--- config.mk ---
export PLATFORM = sky130hd
export DESIGN_NAME = ballot_ctrl
export DESIGN_NICKNAME = d
export VERILOG_FILES = /design/src/rtl/ballot_ctrl.sv
export SDC_FILE = /design/constraint.sdc
export NUM_CORES = 1
export LEC_CHECK = 0
export CAP_MARGIN = 20
export CORE_MARGIN = 3
export CORE_UTILIZATION = 49
export CTS_CLUSTER_DIAMETER = 120
export DETAILED_ROUTE_END_ITERATION = 8
export GPL_TIMING_DRIVEN = 0
export PLACE_DENSITY_LB_ADDON = 0.05
export SKIP_LAST_GASP = 1
export SLEW_MARGIN = 15
export SYNTH_ARGS = -nofsm -noshare
export SYNTH_HDL_FRONTEND = slang
export SYNTH_SLANG_ARGS = --single-unit
--- constraint.sdc ---
create_clock -name CLK -period 2 [get_ports CLK]
set_input_delay 0.4 -clock CLK [delete_from_list [all_inputs] [get_ports CLK]]
set_output_delay 0.4 -clock CLK [all_outputs]
set_load 0.03 [all_outputs]
--- src/rtl/ballot_ctrl.sv ---
// ballot_ctrl: four-voter ballot sequencer for the majority rules
//   F = A.B.(C+D)   G = (A+B).C.D
// START opens a ballot, the first cast from each voter is latched, and once
// all four have voted the result is evaluated, registered and held until the
// next ballot.
// Optional feature: define BALLOT_TIMEOUT_EN to build a COLLECT-cycle counter
// that forces evaluation after TIMEOUT cycles and reports it on TMO.
module ballot_ctrl #(
    parameter int unsigned TIMEOUT = 16
) (
    input  logic       CLK,
    input  logic       RSTN,
    input  logic       START,
    input  logic       ABORT,
    input  logic [3:0] CAST,
    input  logic [3:0] VOTE,
    output logic       F,
    output logic       G,
    output logic       DONE,
    output logic       BUSY,
    output logic [3:0] MASK,
    output logic       TMO
);

    typedef enum logic [1:0] {
        S_IDLE,
        S_COLLECT,
        S_EVAL,
        S_RESULT
    } state_t;

    state_t     state;
    logic [3:0] v;
    logic [3:0] accept;
    logic       complete;

    // Only voters not yet in MASK may cast; a ballot is complete once the
    // accepted set including this cycle's new casts covers all four voters.
    assign accept   = CAST & ~MASK;
    assign complete = ((MASK | accept) == 4'hF);

`ifdef BALLOT_TIMEOUT_EN
    logic [7:0] cnt;
    logic       tmo_pend;
    logic       tmo_r;
    logic       timeout_hit;

    assign timeout_hit = (cnt == 8'(TIMEOUT - 1));
    assign TMO         = tmo_r;
`else
    localparam int unsigned unused_timeout = TIMEOUT;
    assign TMO = 1'b0;
`endif

    // Ballot FSM with all outputs registered; DONE defaults low so it can
    // only pulse on the EVAL->RESULT edge.
    always_ff @(posedge CLK or negedge RSTN) begin
        if (!RSTN) begin
            state    <= S_IDLE;
            v        <= 4'h0;
            MASK     <= 4'h0;
            F        <= 1'b0;
            G        <= 1'b0;
            DONE     <= 1'b0;
            BUSY     <= 1'b0;
`ifdef BALLOT_TIMEOUT_EN
            cnt      <= 8'h0;
            tmo_pend <= 1'b0;
            tmo_r    <= 1'b0;
`endif
        end else begin
            DONE <= 1'b0;
            case (state)
                S_IDLE: begin
                    MASK <= 4'h0;
                    v    <= 4'h0;
`ifdef BALLOT_TIMEOUT_EN
                    cnt  <= 8'h0;
`endif
                    if (START) begin
                        state <= S_COLLECT;
                        BUSY  <= 1'b1;
                    end
                end
                S_COLLECT: begin
                    if (ABORT) begin
                        // Abort outranks completion and timeout; result regs untouched.
                        state <= S_IDLE;
                        BUSY  <= 1'b0;
                        MASK  <= 4'h0;
                        v     <= 4'h0;
                    end else begin
                        MASK <= MASK | accept;
                        v    <= (v & ~accept) | (VOTE & accept);
`ifdef BALLOT_TIMEOUT_EN
                        cnt  <= cnt + 8'd1;
`endif
                        if (complete) begin
                            state <= S_EVAL;
`ifdef BALLOT_TIMEOUT_EN
                            tmo_pend <= 1'b0;
`endif
                        end
`ifdef BALLOT_TIMEOUT_EN
                        else if (timeout_hit) begin
                            state    <= S_EVAL;
                            tmo_pend <= 1'b1;
                        end
`endif
                    end
                end
                S_EVAL: begin
                    // Unmasked voters hold 0 in v, so they count as a 0 vote.
                    F     <= v[0] & v[1] & (v[2] | v[3]);
                    G     <= (v[0] | v[1]) & v[2] & v[3];
                    DONE  <= 1'b1;
                    BUSY  <= 1'b0;
                    state <= S_RESULT;
`ifdef BALLOT_TIMEOUT_EN
                    tmo_r <= tmo_pend;
`endif
                end
                S_RESULT: begin
                    if (START) begin
                        state <= S_COLLECT;
                        BUSY  <= 1'b1;
                        MASK  <= 4'h0;
                        v     <= 4'h0;
`ifdef BALLOT_TIMEOUT_EN
                        cnt   <= 8'h0;
`endif
                    end
                end
                default: begin
                    state <= S_IDLE;
                    BUSY  <= 1'b0;
                end
            endcase
        end
    end

endmodule

Word-level counts from Yosys, hierarchy flattened
Index checks and enable logic that the tools add are counted.

Register bits: 14. Input bits: 12. Word-level logic and storage cells: 47.

Equality and inequality tests: 8. Mux-type cells: 13. Bitwise logic cells: 13. Reductions and logical operators: 6.

Operator list (number): $pmux 4 s3 (2); $and 4x4->4 (3); $mux 4 (3); $not 4->4 (2); $or 4x4->4 (2); $mux 2 (3); $pmux 2 s3 (1); $reduce_and 2->1 (3); $and 1x1->1 (4); $eq 2x2->1 const B (2); $eq 4x4->1 const B (1); $ne 2x2->1 const B (2); $mux 1 (3); $ne 3x3->1 const B (1); $pmux 1 s3 (1); $reduce_bool 3->1 (1); $eq 2x1->1 const B (1); $logic_not 2->1 (1); $ne 2x1->1 const B (1); $or 1x1->1 (2); $reduce_or 2->1 (1).

Logic depth before layout (Yosys ltp)
Gate-level depths: netlist of the first run.

Depth in word-level cells: 7. Mapped depth: 6. Gate-level depth less buffers: 5.

Worst setup path before layout of the first run
OpenSTA, ideal clock, no wires.

Kind: reg2reg. Start point: reg state[0]. End point: reg state[0]. Setup time: 95 ps. Arrival time: 1237 ps. Data required time: 1905 ps. Setup slack: 668 ps. Cell stages (with the launch flop): 6. Cells stage by stage: dfrtp_1 > inv_1 > ha_1 > nand2b_1 > mux2_2 > o31ai_1.

Longest elaborated chain between the ends: 4. Elaborated cells between the ends (all ways): 9. Those cells by class: eq/ne (5); mux (1); reduce/logical (3).

Ends and longest elaborated chain: start, declared (RTL line 32) `state_t state;`; start signal, assigned (RTL line 59) `state <= S_IDLE;`; start signal, assigned (RTL line 81) `state <= S_COLLECT;`; start signal, assigned (RTL line 88) `state <= S_IDLE;`; $eq 2x2->1 or $logic_not 2->1 (tied branches) (RTL line 73) `case (state)`; $reduce_or 2->1 (no source line); $ne 2x1->1 (no source line); $reduce_and 2->1 (no source line).

Parallel ways exist; a longest one is shown, timed or not. A chain may end at the register's enable or synchronous reset.

Worst setup path after layout of the first run
Start point: reg MASK[2]. End point: out MASK[2].

RTL lines: start, declared (RTL line 21) `output logic [3:0] MASK,`; start signal, assigned (RTL line 93) `MASK <= MASK | accept;`.

No word-level cell between the ends.

==> impl_metrics.env, run 1 <==
export IMPL_outcome="completed"
export IMPL_htreeDepth=1
export IMPL_crit_buf_inv=1
export IMPL_fmax_ghz=0.558
export IMPL_final_common_cell="clkdlybuf4s50_1"
export IMPL_timing_final_max_slew_violations=0
export IMPL_p_int_mw=0.757
export IMPL_multi_input_area_sq_um=373
export IMPL_async_flop_share_pct=100
export IMPL_whs_ns=0.488
export IMPL_setup_ws_ns=0.206
export IMPL_firstDrtPassIters=4
export IMPL_yosys_warnings=0
export IMPL_dp_final_hpwl_um=1160
export IMPL_power_mw=1.27
export IMPL_path_delay_family="buffers and inverters"
export IMPL_worstPathRequired_ns=1.60
export IMPL_avgRoutedWirePerCell_um=14.7
export IMPL_slowest_stage="clkdlybuf4s50_1"
export IMPL_start_kind="register"
export IMPL_clock_latency_ns=0.29
export IMPL_setup_viol=0
export IMPL_final_cell_mix="19 x clkdlybuf4s50_1, 14 x dfrtp_1, 6 x nand2b_1"
export IMPL_p_seq_share_pct=34.5
export IMPL_synth_top_area_share_pct=45.8
export IMPL_gp_congestion=0.767
export IMPL_die_area_sq_um=2070
export IMPL_grt_pass1_vias=591
export IMPL_finalCritPeriodShare_pct=89.7
export IMPL_cp_cell_sequence="clkdlybuf4s50_1"
export IMPL_synth_enable_flop_cells=0
export IMPL_n_antenna_cell=0
export IMPL_die_height_um=45.5
export IMPL_relSlewSlack_pct=58.5
export IMPL_cts_post_setup_buffers_inserted=0
export IMPL_die_x_um=45.5
export IMPL_clockRootBuffer="clkbuf_4"
export IMPL_grt_overflow_total=0
export IMPL_clockBufferDepth=2
export IMPL_viasPerCell=5.81
export IMPL_cts_num_sinks=14
export IMPL_cts_clk_slew_worst_paths_ns=0.10
export IMPL_routed_wirelength_um=1630
export IMPL_slowest_delay_ns=0.69
export IMPL_place_area_sq_um=975
export IMPL_fill_cells=101
export IMPL_netSwitchingPower_mw=0.517
export IMPL_io_pins=21
export IMPL_syn_area_sq_um=766
export IMPL_ys_top_cells_by_area="dfrtp_1 46%, ha_1 6.5%, nand2b_1 4.9%"
export IMPL_synth_seq_cells=14
export IMPL_grt_max_degree=15
export IMPL_cap_violations=0
export IMPL_combPwrFrac_pct=48.6
export IMPL_syn_to_final_growth_pct=32.0
export IMPL_end_kind="primary output"
export IMPL_arrival_ns=1.39
export IMPL_row_count=13
export IMPL_leakagePower_nw=0.449
export IMPL_syn_nets=89
export IMPL_drc=0
export IMPL_fin_crit_ns=1.79
export IMPL_final_antenna_net_count=0
export IMPL_postSynthAreaPerCell_sq_um=10.5
export IMPL_initial_core_util_pct=55.4
export IMPL_synthCells=73
export IMPL_p_clk_share_pct=16.9
export IMPL_crit_type="reg2out"
export IMPL_synth_cell_types=29
export IMPL_cts_tree="yes"
export IMPL_vdd_drop_max_mv=0.815
export IMPL_crit_fanout=5
export IMPL_hp_class="in2async"
export IMPL_hold_viol_final=0
export IMPL_grtUsageTotal_pct=16.5
export IMPL_finalInstanceArea_sq_um=1010
export IMPL_cts_resized=0
export IMPL_yosys_area_top_type="dfrtp_1"
export IMPL_powerDensity_nw_per_um2=1260
export IMPL_core_area_sq_um=1380
export IMPL_numPortBuffers=19
export IMPL_synth_yosys_seq_area_share_pct=45.8
export IMPL_grt_pass1_wl_um=2450
export IMPL_rsz0062_at_grt="no"
export IMPL_antenna_found_initial=0
export IMPL_nets=113
export IMPL_fin_tns_setup_ns=0
export IMPL_skew_ns=0.00756
export IMPL_cts_buffers=3
export IMPL_via_count=645
export IMPL_worst_pin_slew_ns=0.620
export IMPL_p_sw_share_pct=40.6
export IMPL_drtIter0Drc=19
export IMPL_holdBufCountCts=0
export IMPL_regArea_sq_um=350
export IMPL_drive_gt1_share_pct=11.5
export IMPL_dp_slack_ns=0.306
export IMPL_synth_top_flop_cell="dfrtp_1"
==> Yosys cell counts, types with 2 or more instances <==
master,count
o2111ai_1,2
inv_1,4
a31oi_1,4
a32oi_1,3
nand2b_1,6
and3b_1,3
o2bb2ai_1,3
a21oi_1,5
dfrtp_1,14
nor2_1,3
ha_1,4
nand2_1,2
o21ai_0,2
o22ai_1,2
nor2b_1,2
==> kinds of logic after synthesis <==
logic type / synth area share, %
AOI/OAI and AO/OA: 23.4
DFF: 45.8
other: 0.490
adders and majority gates: 6.54
buffers and inverters: 5.55
and+or+nand+nor: 16.8
muxes: 1.47
==> layout make-up <==
type / count / share of cell area (%)
buffer: 3 / 2.35
clock buffer: 4 / 3.59
inverter: 5 / 1.86
multi-input combinational: 51 / 36.9
sequential: 14 / 34.7
tap: 15 / 1.86
timing repair buffer: 19 / 18.8
==> stage by stage <==
step | util (%) | std cells
finish | 73.1 | 111
global route | 73.1 | 111
CTS | 73.1 | 111
detailed placement | 70.5 | 107
global placement | 70.5 | 107
floorplan | - | 73
==> power by group through the flow <==
| stage | registers (mW) | logic (mW) | clock network, mW |
|---|---|---|---|
| floorplan | 0.513 | 0.344 | 0 |
| global placement | 0.437 | 0.599 | 0 |
| detailed placement | 0.441 | 0.615 | 0 |
| CTS | 0.437 | 0.620 | 0.214 |
| global route | 0.448 | 0.674 | 0.226 |
| finish | 0.439 | 0.619 | 0.216 |
==> routing by layer <==
layer / track usage, % / vias up / share of wire (%)
met5: 0 / - / 0
met4: 6.43 / 0 / 0.49
li1: - / 318 / -
met1: 22.3 / 297 / 48
met3: 3.56 / 2 / 6.7
met2: 25.6 / 28 / 44
==> final timing paths <==
kind                          start      end  slack (ns)  cells after the start
max                         MASK[2]  MASK[2]        0.21                      1
min                            RSTN  MASK[0]        0.49                      1
max reg2reg                state[0]     v[3]        0.47                      5
min reg2reg                       G        G        0.52                      2
max in group asynchronous      RSTN     BUSY        1.11                      1
min in group CLK                  G        G        0.52                      2
==> state kept, by name, summed over array words and instances (netlist names) <==
signal / flops
DONE: 1
G: 1
state: 2
MASK: 4
v: 4
F: 1
BUSY: 1
Note: power is estimated with default switching activity, not from simulation.
==> run 2, diff against run 1 <==
CORE_UTILIZATION = 52   (was 49)
CTS_BUF_LIST = sky130_fd_sc_hd__clkbuf_2 sky130_fd_sc_hd__clkbuf_4 sky130_fd_sc_hd__clkbuf_8   (was not set)
==> run 2 against run 1 <==
  * Total power shrank 6.1%
  * Die area shrank 5.0%
  * Non-clock buffer count is the same
  * Hold slack gained 0.020 ns
  * Flip-flop and latch count is the same
  * Via count shrank 5.4%
  * Register-to-register slack is essentially flat
  * Largest cell class unchanged
==> impl_metrics.env, run 2 (same netlist as run 1, synthesis figures left out) <==
export IMPL_crit_type="reg2out"
export IMPL_die_area_sq_um=1970
export IMPL_row_count=13
export IMPL_grtUsageTotal_pct=18.5
export IMPL_die_x_um=44.4
export IMPL_holdBufCountCts=0
export IMPL_syn_to_final_growth_pct=30.2
export IMPL_dp_final_hpwl_um=1160
export IMPL_antenna_found_initial=0
export IMPL_vdd_drop_max_mv=0.779
export IMPL_p_int_mw=0.716
export IMPL_final_antenna_net_count=0
export IMPL_p_seq_share_pct=36.2
export IMPL_gp_congestion=0.731
export IMPL_combPwrFrac_pct=51.0
export IMPL_cp_cell_sequence="clkdlybuf4s50_1"
export IMPL_drtIter0Drc=18
export IMPL_clock_latency_ns=0.27
export IMPL_clockBufferDepth=2
export IMPL_stdcell_count=110
export IMPL_netSwitchingPower_mw=0.481
export IMPL_finalInstanceArea_sq_um=997
export IMPL_cts_resized=0
export IMPL_p_sw_share_pct=40.2
export IMPL_largestRegisters="MASK x4, v x4, state x2"
export IMPL_timing_final_max_slew_violations=0
export IMPL_grt_overflow_total=0
export IMPL_setup_viol=0
export IMPL_grt_pass1_vias=583
export IMPL_placed_cells=107
export IMPL_crit_buf_inv=1
export IMPL_powerDensity_nw_per_um2=1200
export IMPL_avgRoutedWirePerCell_um=13.6
export IMPL_slowest_stage="clkdlybuf4s50_1"
export IMPL_start_kind="register"
export IMPL_cts_post_setup_buffers_inserted=0
export IMPL_leakagePower_nw=0.442
export IMPL_core_area_sq_um=1330
export IMPL_fin_crit_ns=1.75
export IMPL_drive_gt1_share_pct=10.5
export IMPL_n_antenna_cell=0
export IMPL_startpoint="MASK[1]"
export IMPL_htreeDepth=1
export IMPL_fill_cells=95
export IMPL_nets=113
export IMPL_final_cell_mix="19 x clkdlybuf4s50_1, 14 x dfrtp_1, 6 x nand2b_1"
export IMPL_cts_num_sinks=14
export IMPL_grt_max_degree=15
export IMPL_crit_fanout=5
export IMPL_io_pins=21
export IMPL_hp_class="in2async"
export IMPL_cap_violations=0
export IMPL_relSlewSlack_pct=58.6
export IMPL_final_common_cell="clkdlybuf4s50_1"
export IMPL_routed_wirelength_um=1500
export IMPL_viasPerCell=5.55
export IMPL_via_count=610
export IMPL_worst_pin_slew_ns=0.618
export IMPL_arrival_ns=1.35
export IMPL_path_delay_family="buffers and inverters"
export IMPL_finalCritPeriodShare_pct=87.7
export IMPL_p_clk_share_pct=12.7
export IMPL_clockRootBuffer="clkbuf_4"
export IMPL_cts_buffers=3
export IMPL_outcome="completed"
export IMPL_grt_pass1_wl_um=2570
export IMPL_cts_tree="yes"
export IMPL_die_height_um=44.4
export IMPL_end_kind="primary output"
export IMPL_skew_ns=0.00184
export IMPL_cts_clk_slew_worst_paths_ns=0.08
export IMPL_rsz0062_at_grt="no"
export IMPL_initial_core_util_pct=57.4
export IMPL_timing_rr_start="state[0]"
export IMPL_firstDrtPassIters=4
export IMPL_fmax_ghz=0.570
export IMPL_slowest_delay_ns=0.69
export IMPL_worstPathRequired_ns=1.60
export IMPL_fin_tns_setup_ns=0
export IMPL_place_area_sq_um=975
export IMPL_drc=0
export IMPL_power_mw=1.20
export IMPL_whs_ns=0.508
export IMPL_numPortBuffers=19
export IMPL_hold_viol_final=0
## run 2: cell types whose count changed in the layout (fill, tap and decap cells not counted)
cell      before  now
clkbuf_8       1    0
## run 2: path summary, 6_finish.rpt
kind,endpoint,slack [ns],cells past startpoint
worst max-delay path,MASK[1],0.25,1
worst min-delay path,F,0.51,1
worst max register to register,v[3],0.47,5
worst min register to register,BUSY,0.52,2
max in group asynchronous,MASK[1],1.09,1
min in group CLK,BUSY,0.52,2
## run 2: through the flow
step                      utilization, %  setup slack, ns
after floorplan                        -            0.668
after global placement              73.1            0.365
after detailed placement            73.1            0.323
after CTS                           74.8            0.231
after global routing                74.8            0.177
final                               74.8            0.245
## run 2: cell type report
cell class | count | area [sq um] | area share [%]
Buffer | 3 | 23.8 | 2.38
Clock buffer | 3 | 22.5 | 2.26
Inverter | 5 | 18.8 | 1.88
Multi-Input combinational cell | 51 | 373 | 37.4
Sequential cell | 14 | 350 | 35.1
Tap cell | 15 | 18.8 | 1.88
Timing Repair Buffer | 19 | 190 | 19.1
## run 2: per-layer routing
metal  share of wire [%]  track usage [%]  up-vias
li1                    -                -      315
met1                  45             23.2      276
met2                  48             28.5       17
met3                 6.1             6.10        2
met4                0.87             9.04        0
met5                   0                0        -
## run 2: power groups by stage
stage          combinational [mW]  clock (mW)  sequential, mW
2_1_floorplan               0.344           0           0.513
3_3_place_gp                0.598           0           0.436
3_5_place_dp                0.614           0           0.439
4_1_cts                     0.616       0.157           0.434
5_1_grt                     0.679       0.168           0.450
6_report                    0.611       0.152           0.434
